$ cat config.mk
export PLATFORM = sky130hd
export DESIGN_NAME = tdm_mux8_flat
export DESIGN_NICKNAME = d
export VERILOG_FILES = /design/src/rtl/tdm_pkg.sv /design/src/rtl/tdm_mux8_if.sv /design/src/rtl/tdm_frame_buf.sv /design/src/rtl/tdm_mux8.sv /design/src/flat_wrapper.sv
export SDC_FILE = /design/constraint.sdc
export NUM_CORES = 1
export LEC_CHECK = 0
export BUFFER_PORTS_ARGS = -buffer_cell sky130_fd_sc_hd__buf_2
export CORE_MARGIN = 5
export CORE_UTILIZATION = 53
export CTS_BUF_LIST = sky130_fd_sc_hd__clkbuf_16
export CTS_CLUSTER_DIAMETER = 80
export DETAILED_ROUTE_END_ITERATION = 12
export HOLD_SLACK_MARGIN = 0.05
export PLACE_DENSITY = 0.72
export SKIP_LAST_GASP = 1
export SYNTH_ARGS = -nofsm -noshare
export SYNTH_HDL_FRONTEND = slang
export SYNTH_SLANG_ARGS = --single-unit
export TNS_END_PERCENT = 50
$ cat constraint.sdc
create_clock -name clk -period 1.91 [get_ports clk]
set_input_delay 0.0955 -clock clk [delete_from_list [all_inputs] [get_ports clk]]
set_output_delay 0.0955 -clock clk [all_outputs]
set_load 0.005 [all_outputs]
$ cat src/rtl/tdm_pkg.sv
// Shared constants and types for the 8:1 TDM launch multiplexer.
// Slot index width is tied to the lane count; this revision is fixed at eight lanes.
package tdm_pkg;

  localparam int unsigned LANES      = 8;
  localparam int unsigned SEL_W      = 3;
  localparam int unsigned DATA_W_DEF = 1;

  localparam logic [SEL_W-1:0] LastSlot = SEL_W'(LANES - 1);

  typedef enum logic [0:0] {
    StIdle,
    StSend
  } state_e;

  typedef logic [LANES-1:0][DATA_W_DEF-1:0] frame_t;

endpackage

$ cat src/rtl/tdm_mux8_if.sv
// Frame input handshake plus serialized slot output of the TDM multiplexer.
// master drives frames in and watches the serial side; slave is the multiplexer.
interface tdm_mux8_if
  import tdm_pkg::*;
#(
  parameter int unsigned DATA_W = 1
) ();

  logic [DATA_W-1:0] i0, i1, i2, i3, i4, i5, i6, i7;
  logic              in_valid;
  logic              in_ready;
  logic [DATA_W-1:0] o;
  logic [SEL_W-1:0]  sel;
  logic              o_valid;
  logic              frame_sync;

  modport master (
    output i0, i1, i2, i3, i4, i5, i6, i7, in_valid,
    input  in_ready, o, sel, o_valid, frame_sync
  );

  modport slave (
    input  i0, i1, i2, i3, i4, i5, i6, i7, in_valid,
    output in_ready, o, sel, o_valid, frame_sync
  );

endinterface

$ cat src/rtl/tdm_frame_buf.sv
// One-frame hold buffer that parks a frame accepted mid-transmission.
// The buffered frame is released at the frame boundary.
module tdm_frame_buf
  import tdm_pkg::*;
#(
  parameter int unsigned DATA_W = 1
) (
  input  logic                           clk,
  input  logic                           reset,
  input  logic                           load_i,
  input  logic                           drain_i,
  input  logic [LANES-1:0][DATA_W-1:0]   frame_i,
  output logic [LANES-1:0][DATA_W-1:0]   frame_o,
  output logic                           full_o
);

  logic [LANES-1:0][DATA_W-1:0] hold_q, hold_d;
  logic                         full_q, full_d;

  // load and drain are mutually exclusive: in_ready is low whenever a drain is due
  always_comb begin
    hold_d = hold_q;
    full_d = full_q;
    if (load_i) begin
      hold_d = frame_i;
      full_d = 1'b1;
    end else if (drain_i) begin
      full_d = 1'b0;
    end
  end

  always_ff @(posedge clk) begin
    if (reset) begin
      hold_q <= '0;
      full_q <= 1'b0;
    end else begin
      hold_q <= hold_d;
      full_q <= full_d;
    end
  end

  assign frame_o = hold_q;
  assign full_o  = full_q;

endmodule

$ cat src/rtl/tdm_mux8.sv
// 8:1 time-division multiplexer: accepts a frame of eight lanes and emits one lane per clock
// with its slot index, back-to-back across frames when the next one is already waiting.
module tdm_mux8
  import tdm_pkg::*;
#(
  parameter int unsigned DATA_W = 1
) (
  input  logic       clk,
  input  logic       reset,
  tdm_mux8_if.slave  bus
);

  typedef logic [LANES-1:0][DATA_W-1:0] lane_frame_t;

  lane_frame_t       in_frame, hold_frame;
  lane_frame_t       act_q, act_d;
  state_e            state_q, state_d;
  logic [SEL_W-1:0]  sel_q, sel_d, sel_inc;
  logic [DATA_W-1:0] o_q, o_d;
  logic              o_valid_q, o_valid_d;
  logic              fs_q, fs_d;
  logic              hold_full, accept, last_slot, hold_load, hold_drain;

  assign in_frame = {bus.i7, bus.i6, bus.i5, bus.i4, bus.i3, bus.i2, bus.i1, bus.i0};

  assign bus.in_ready = !hold_full && !reset;
  assign accept       = bus.in_valid && bus.in_ready;
  assign last_slot    = (sel_q == LastSlot);
  assign sel_inc      = sel_q + 1'b1;
  assign hold_load    = accept && (state_q == StSend) && !last_slot;
  assign hold_drain   = (state_q == StSend) && last_slot && hold_full;

  tdm_frame_buf #(
    .DATA_W (DATA_W)
  ) u_frame_buf (
    .clk     (clk),
    .reset   (reset),
    .load_i  (hold_load),
    .drain_i (hold_drain),
    .frame_i (in_frame),
    .frame_o (hold_frame),
    .full_o  (hold_full)
  );

  always_comb begin
    state_d   = state_q;
    act_d     = act_q;
    sel_d     = sel_q;
    o_d       = o_q;
    o_valid_d = 1'b0;
    fs_d      = 1'b0;
    unique case (state_q)
      StIdle: begin
        if (accept) begin
          act_d     = in_frame;
          o_d       = in_frame[0];
          sel_d     = '0;
          o_valid_d = 1'b1;
          fs_d      = 1'b1;
          state_d   = StSend;
        end
      end
      StSend: begin
        if (!last_slot) begin
          sel_d     = sel_inc;
          o_d       = act_q[sel_inc];
          o_valid_d = 1'b1;
        end else if (hold_full) begin
          act_d     = hold_frame;
          o_d       = hold_frame[0];
          sel_d     = '0;
          o_valid_d = 1'b1;
          fs_d      = 1'b1;
        end else if (accept) begin
          // Same-edge accept at the boundary skips HOLD to avoid a gap slot
          act_d     = in_frame;
          o_d       = in_frame[0];
          sel_d     = '0;
          o_valid_d = 1'b1;
          fs_d      = 1'b1;
        end else begin
          state_d = StIdle;
        end
      end
      default: state_d = StIdle;
    endcase
  end

  always_ff @(posedge clk) begin
    if (reset) begin
      state_q   <= StIdle;
      act_q     <= '0;
      sel_q     <= '0;
      o_q       <= '0;
      o_valid_q <= 1'b0;
      fs_q      <= 1'b0;
    end else begin
      state_q   <= state_d;
      act_q     <= act_d;
      sel_q     <= sel_d;
      o_q       <= o_d;
      o_valid_q <= o_valid_d;
      fs_q      <= fs_d;
    end
  end

  assign bus.o          = o_q;
  assign bus.sel        = sel_q;
  assign bus.o_valid    = o_valid_q;
  assign bus.frame_sync = fs_q;

endmodule
$ cat src/flat_wrapper.sv
// flat-port wrapper written by rule: the top's interface ports become plain ports
module tdm_mux8_flat import tdm_pkg::*;
#(
  parameter int unsigned DATA_W = 1
)
  (clk, reset, bus_i0, bus_i1, bus_i2, bus_i3, bus_i4, bus_i5, bus_i6, bus_i7, bus_in_valid, bus_in_ready, bus_o, bus_sel, bus_o_valid, bus_frame_sync);
  tdm_mux8_if #(.DATA_W(DATA_W)) bus_i ();
  input  logic clk;
  input  logic reset;
  input wire logic [$bits(bus_i.i0)-1:0] bus_i0;
  input wire logic [$bits(bus_i.i1)-1:0] bus_i1;
  input wire logic [$bits(bus_i.i2)-1:0] bus_i2;
  input wire logic [$bits(bus_i.i3)-1:0] bus_i3;
  input wire logic [$bits(bus_i.i4)-1:0] bus_i4;
  input wire logic [$bits(bus_i.i5)-1:0] bus_i5;
  input wire logic [$bits(bus_i.i6)-1:0] bus_i6;
  input wire logic [$bits(bus_i.i7)-1:0] bus_i7;
  input wire logic [$bits(bus_i.in_valid)-1:0] bus_in_valid;
  output wire logic [$bits(bus_i.in_ready)-1:0] bus_in_ready;
  output wire logic [$bits(bus_i.o)-1:0] bus_o;
  output wire logic [$bits(bus_i.sel)-1:0] bus_sel;
  output wire logic [$bits(bus_i.o_valid)-1:0] bus_o_valid;
  output wire logic [$bits(bus_i.frame_sync)-1:0] bus_frame_sync;
  assign bus_i.i0 = bus_i0;
  assign bus_i.i1 = bus_i1;
  assign bus_i.i2 = bus_i2;
  assign bus_i.i3 = bus_i3;
  assign bus_i.i4 = bus_i4;
  assign bus_i.i5 = bus_i5;
  assign bus_i.i6 = bus_i6;
  assign bus_i.i7 = bus_i7;
  assign bus_i.in_valid = bus_in_valid;
  assign bus_in_ready = bus_i.in_ready;
  assign bus_o = bus_i.o;
  assign bus_sel = bus_i.sel;
  assign bus_o_valid = bus_i.o_valid;
  assign bus_frame_sync = bus_i.frame_sync;
  tdm_mux8 #(.DATA_W(DATA_W)) u_core (.clk(clk), .reset(reset), .bus(bus_i));
endmodule
# --- After elaboration in Yosys (flattened, before gate mapping) ---
# Cells that the tools add are included.
word_totals:
  regBits: 23
  elab_cells: 58
  out_inout_bits: 7
classes:
  n_mux: 22
  eq_ne: 2
  reduce_logical: 10
  addsub: 1
  n_lt_le_gt_ge: 1
  n_bitwise: 1
ops:
  columns: ["cell", "count"]
  rows:
  - ["$mux 8", 3]
  - ["$pmux 8 s2", 1]
  - ["$mux 1", 10]
  - ["$mux 3", 3]
  - ["$logic_and 1x1->1", 6]
  - ["$pmux 1 s2", 3]
  - ["$pmux 3 s2", 1]
  - ["$lt 3x4->1 const B", 1]
  - ["$add 3x1->3 const B", 1]
  - ["$bmux 1 s3", 1]
  - ["$eq 3x3->1 const B", 1]
  - ["$logic_not 1->1", 3]
  - ["$ne 2x2->1 const B", 1]
  - ["$reduce_bool 2->1", 1]
  - ["$not 1->1", 1]

# --- Longest topological paths before layout ---
logic_depth:
  ltp_word: 7
  ltp_mapped: 7

# --- By module ---
# From an unflattened synthesis, not the netlist that was laid out.
hier_totals:
  cells_unflattened: 113
  area_unflattened_um2: 1107.3
modules_own_cells:
  columns: ["module", "cells_each", "n_inst", "seq_area_each_um2", "area_each_um2"]
  rows:
  - ["tdm_mux8", 83, 1, 280.3, 785.8]
  - ["tdm_frame_buf", 30, 1, 180.2, 321.6]

# --- Worst setup path after synthesis ---
# OpenSTA, ideal clock, no wires.
synth_path:
  path_kind: "reg2reg"
  start: "register u_core.sel_q[0], in the netlist u_core.bus.sel[0]"
  end: "register u_core.act_q[0] (netlist name)"
  stages_incl_launch_ff: 8
  synth_period_minus_slack_ps: 1722
  path_buffers: 1
  t_arrival_ps: 1585
  setup_ps: 137
  path_slack_ps: 188
  path_cell_list: "dfxtp_1 ha_1 ha_1 nand2b_1 a21bo_1 buf_2 a222oi_1 a211oi_1"
synth_via:
  elab_chain_cells: 2
synth_lines:
  columns: ["item", "line", "source"]
  rows:
  - ["from (decl)", "tdm_mux8.sv:18", "logic [SEL_W-1:0] sel_q, sel_d, sel_inc;"]
  - ["from (signal assigned)", "tdm_mux8.sv:100", "sel_q <= sel_d;"]
  - ["$eq 3x3->1", "tdm_mux8.sv:28", "assign last_slot = (sel_q == LastSlot);"]
  - ["$ne 2x2->1 (no source line)", null, null]
  - ["to (signal assigned)", "tdm_mux8.sv:99", "act_q <= act_d;"]
  - ["to (decl)", "tdm_mux8.sv:16", "lane_frame_t act_q, act_d;"]
# No other way between the ends.
# A chain may end at the register's enable or synchronous reset.

# --- Worst setup path after layout ---
layout_path:
  start: "register u_core.sel_q[1], in the netlist u_core.bus.sel[1]"
  end: "register u_core.act_q[0] (netlist name)"
# Same word-level chain as after synthesis.

==> impl_metrics.csv <==
group,metric,value,unit
outcome,outcome,"complete, no violations",
critical_path,cp-start-kind,"flip-flop",
route,remaining_drc_errors,0,
clock_network,clk_pin_slew,60,ps
power_and_ir_drop,peakVddDrop,0.5809,mV
synthesis,synth-seq-cells,23,
final_layout,drive_gt1_frac,0.2826,
final_layout,num-nets-final,152,
global_route,overflow,0,
critical_path,crit_path_max_fanout,8,
synthesis,yosysSeqAreaShare,0.4412,
final_layout,nFillCells,172,
route,dr.pass1.iters,4,
route,drt-initial-drc-count,21,
min_path,hp-class,"in -> reg",
synthesis,avgSynthCellArea,8.919,sq um
critical_path,rr_startpoint,"u_core.bus.sel[1]",
timing,setup-tns-final,0,ps
critical_path,startpoint,"u_core.bus.sel[1]",
final_layout,synthToLayoutAreaGrowth,20.86,%
final_layout,antenna_cells,0,
timing,hold_viol_final,0,
clock_network,cts_buffers,3,
global_route,grt_antenna_before_repair,0,
critical_path,critPathKind,"reg -> reg",
timing,setup_viol,0,
power_and_ir_drop,leakage,0.5234,nW
route,ant_nets,0,
clock_network,cts_buffer_depth,2,
timing,achievable-frequency,581.4,MHz
floorplanning,initial_core_util,0.5430,
floorplanning,ios,18,
final_layout,multi_input_area,546.8,sq um
synthesis,synth_area_leaders,"dfxtp_1 (44%), o221a_2 (8.6%), nor2_1 (6.8%), nand3_1 (5.3%), a21oi_1 (4.8%)",
timing,final.setup_skew,3.015,ps
final_layout,final_cell_mix,"dfxtp_1 (23), nor2_1 (19), buf_2 (17), nand2_1 (11), nand3_1 (11)",
timing,drv_slew,0,
synthesis,synth_largest_area_cell,"dfxtp_1",
synthesis,ys_warn_count,0,
critical_path,critPathCaptureType,"flip-flop",
synthesis,synth_nets,130,
critical_path,reg2reg_depth,6,
job,maxCapViolCount,0,
clock_network,cts_tree,"done",
critical_path,worst_r2r_endpoint,"u_core.act_q[0]",
route,via_per_inst,5.830,
critical_path,crit_required,2040,ps
timing,whs,100.4,ps
timing,rsz0062_at_grt,"no",
clock_network,cts.htree.levels,1,
route,wire_per_inst,14.40,microns
floorplanning,die_h,54.37,microns
synthesis,syn_inst,117,
critical_path,arrival,1850,ps
power_and_ir_drop,powerDensity,922.2,mW/mm^2
global_route,grt_pass1_wl,3926,microns
placed_design,dpl.hpwl,1645,microns
floorplanning,die_area,0.002956,sq mm
timing,min_period_over_period,0.9005,
synthesis,synth_top_cell_area_share,0.4412,
final_layout,regArea,460.4,sq um
floorplanning,core-area,0.001922,sq mm
global_route,grt_pass1_vias,881,
global_route,grtUsageTotal,0.1878,
timing,relSlewSlack,0.6644,
min_path,holdPathEnd,"u_core.u_frame_buf.frame_o[2]",
synthesis,synth_area,0.001044,sq mm
global_route,grt_max_degree,24,
floorplanning,std_cell_rows,16,
clock_network,cts_setup_buffers,0,
critical_path,reg2reg_slack,190,ps
placed_design,placedInstanceArea,0.001180,sq mm
placed_design,port_buffers,17,
synthesis,ys_types,30,
timing,worstMarginPinSlew,501.6,ps
route,num_vias,962,
placed_design,place_congestion,0.8633,
clock_network,cts.sinks,23,
min_path,hold_depth,3,
min_path,min-delay-start,"bus_i2",
final_layout,layout_commonest_cell,"dfxtp_1",
timing,period_needed,1720,ps
floorplanning,die_x,54.37,microns
route,finalWirelength,2376,microns
clock_network,worstSkewPairLatency,260,ps
final_layout,postLayoutCellArea,0.001261,sq mm
final_layout,final_util,0.6563,
clock_network,root_buffer,"clkbuf_16",
cell usage after synthesis:
cell        n
a222oi_1    1
a31oi_1     1
inv_1       1
a211oi_1    2
nand2b_1    1
a2bb2oi_1   1
a22oi_1     2
nand3_1    11
nor2_1     19
buf_6       1
a21oi_1    10
nor3_1      2
mux2i_1     2
nor2b_1     3
o21ai_0     2
nor3b_4     1
o21bai_1    1
dfxtp_1    23
buf_2       1
nand2_1    11
mux2_2      1
o221a_2     8
nand4_1     1
clkbuf_1    4
nand3b_1    1
mux4_2      1
a21o_1      1
a21bo_1     1
ha_1        2
buf_1       1
layer usage:
metal	vias up	track usage	part of all wire
li1	467	-	-
met1	454	0.2273	0.46
met2	33	0.3127	0.47
met3	8	0.03815	0.053
met4	0	0.09544	0.019
met5	-	0	0
area by class of cell:
cell class,count,area share
Clock buffer,3,0.05952
Sequential cell,23,0.3651
Multi-Input combinational cell,86,0.4335
Tap cell,27,0.02679
Timing Repair Buffer,24,0.1091
Inverter,1,0.002976
Clock inverter,1,0.002976
cells by family after synthesis:
logic type / after synthesis / share of synthesized area
flops: 23 / 0.4412
fa+ha+maj: 2 / 0.02398
simple gates: 50 / 0.2254
compound gates: 30 / 0.2206
buf+inv: 8 / 0.03715
mux: 4 / 0.05156
registers in the layout, summed over array words and instances (netlist names):
register / cells
u_core.act_q: 8
u_core.u_frame_buf.frame_o: 8
u_core.bus.sel: 3
u_core.bus.frame_sync: 1
u_core.bus.o: 1
u_core.state_q: 1
u_core.u_frame_buf.full_o: 1
how the worst max path moves through the flow:
stage | slack [ps] | to
detailed placement | 170 | u_core.act_q[0]
global route | 70 | u_core.act_q[0]
finish | 190 | u_core.act_q[0]
global placement | 270 | u_core.act_q[0]
floorplan | 190 | u_core.act_q[0]
CTS | 130 | u_core.act_q[0]
per-stage QoR:
stage	total power, W	setup WS (ps)	std cells
floorplan	0.0006568	187.8	117
global placement	0.0007187	265.6	161
detailed placement	0.0007232	174.8	161
CTS	0.001170	130.2	165
global route	0.001206	68.57	165
finish	0.001163	190.1	165
worst max-delay path, stage by stage (launching register included):
cell and delay (ps):
dfxtp_1 360, ha_1 160, ha_2 250, nand2b_1 130, a21bo_1 310, a222oi_1 290, a211oi_1 100
where the power goes:
part	internal [W]	switching [W]	total [W]
Clock	0.000279	0.000169	0.000449
Combinational	0.0000890	0.0000922	0.000181
Sequential	0.000512	0.0000215	0.000533
Total	0.000880	0.000283	0.00116
repair_timing:
| action | 4_1_cts | 5_1_grt |
|---|---|---|
| hold buffers | 0 | 0 |
| endpoints found under the setup margin | 0 | 1 |
| gates resized for setup | 0 | 1 |
Note: power is estimated with default switching activity, not from simulation.
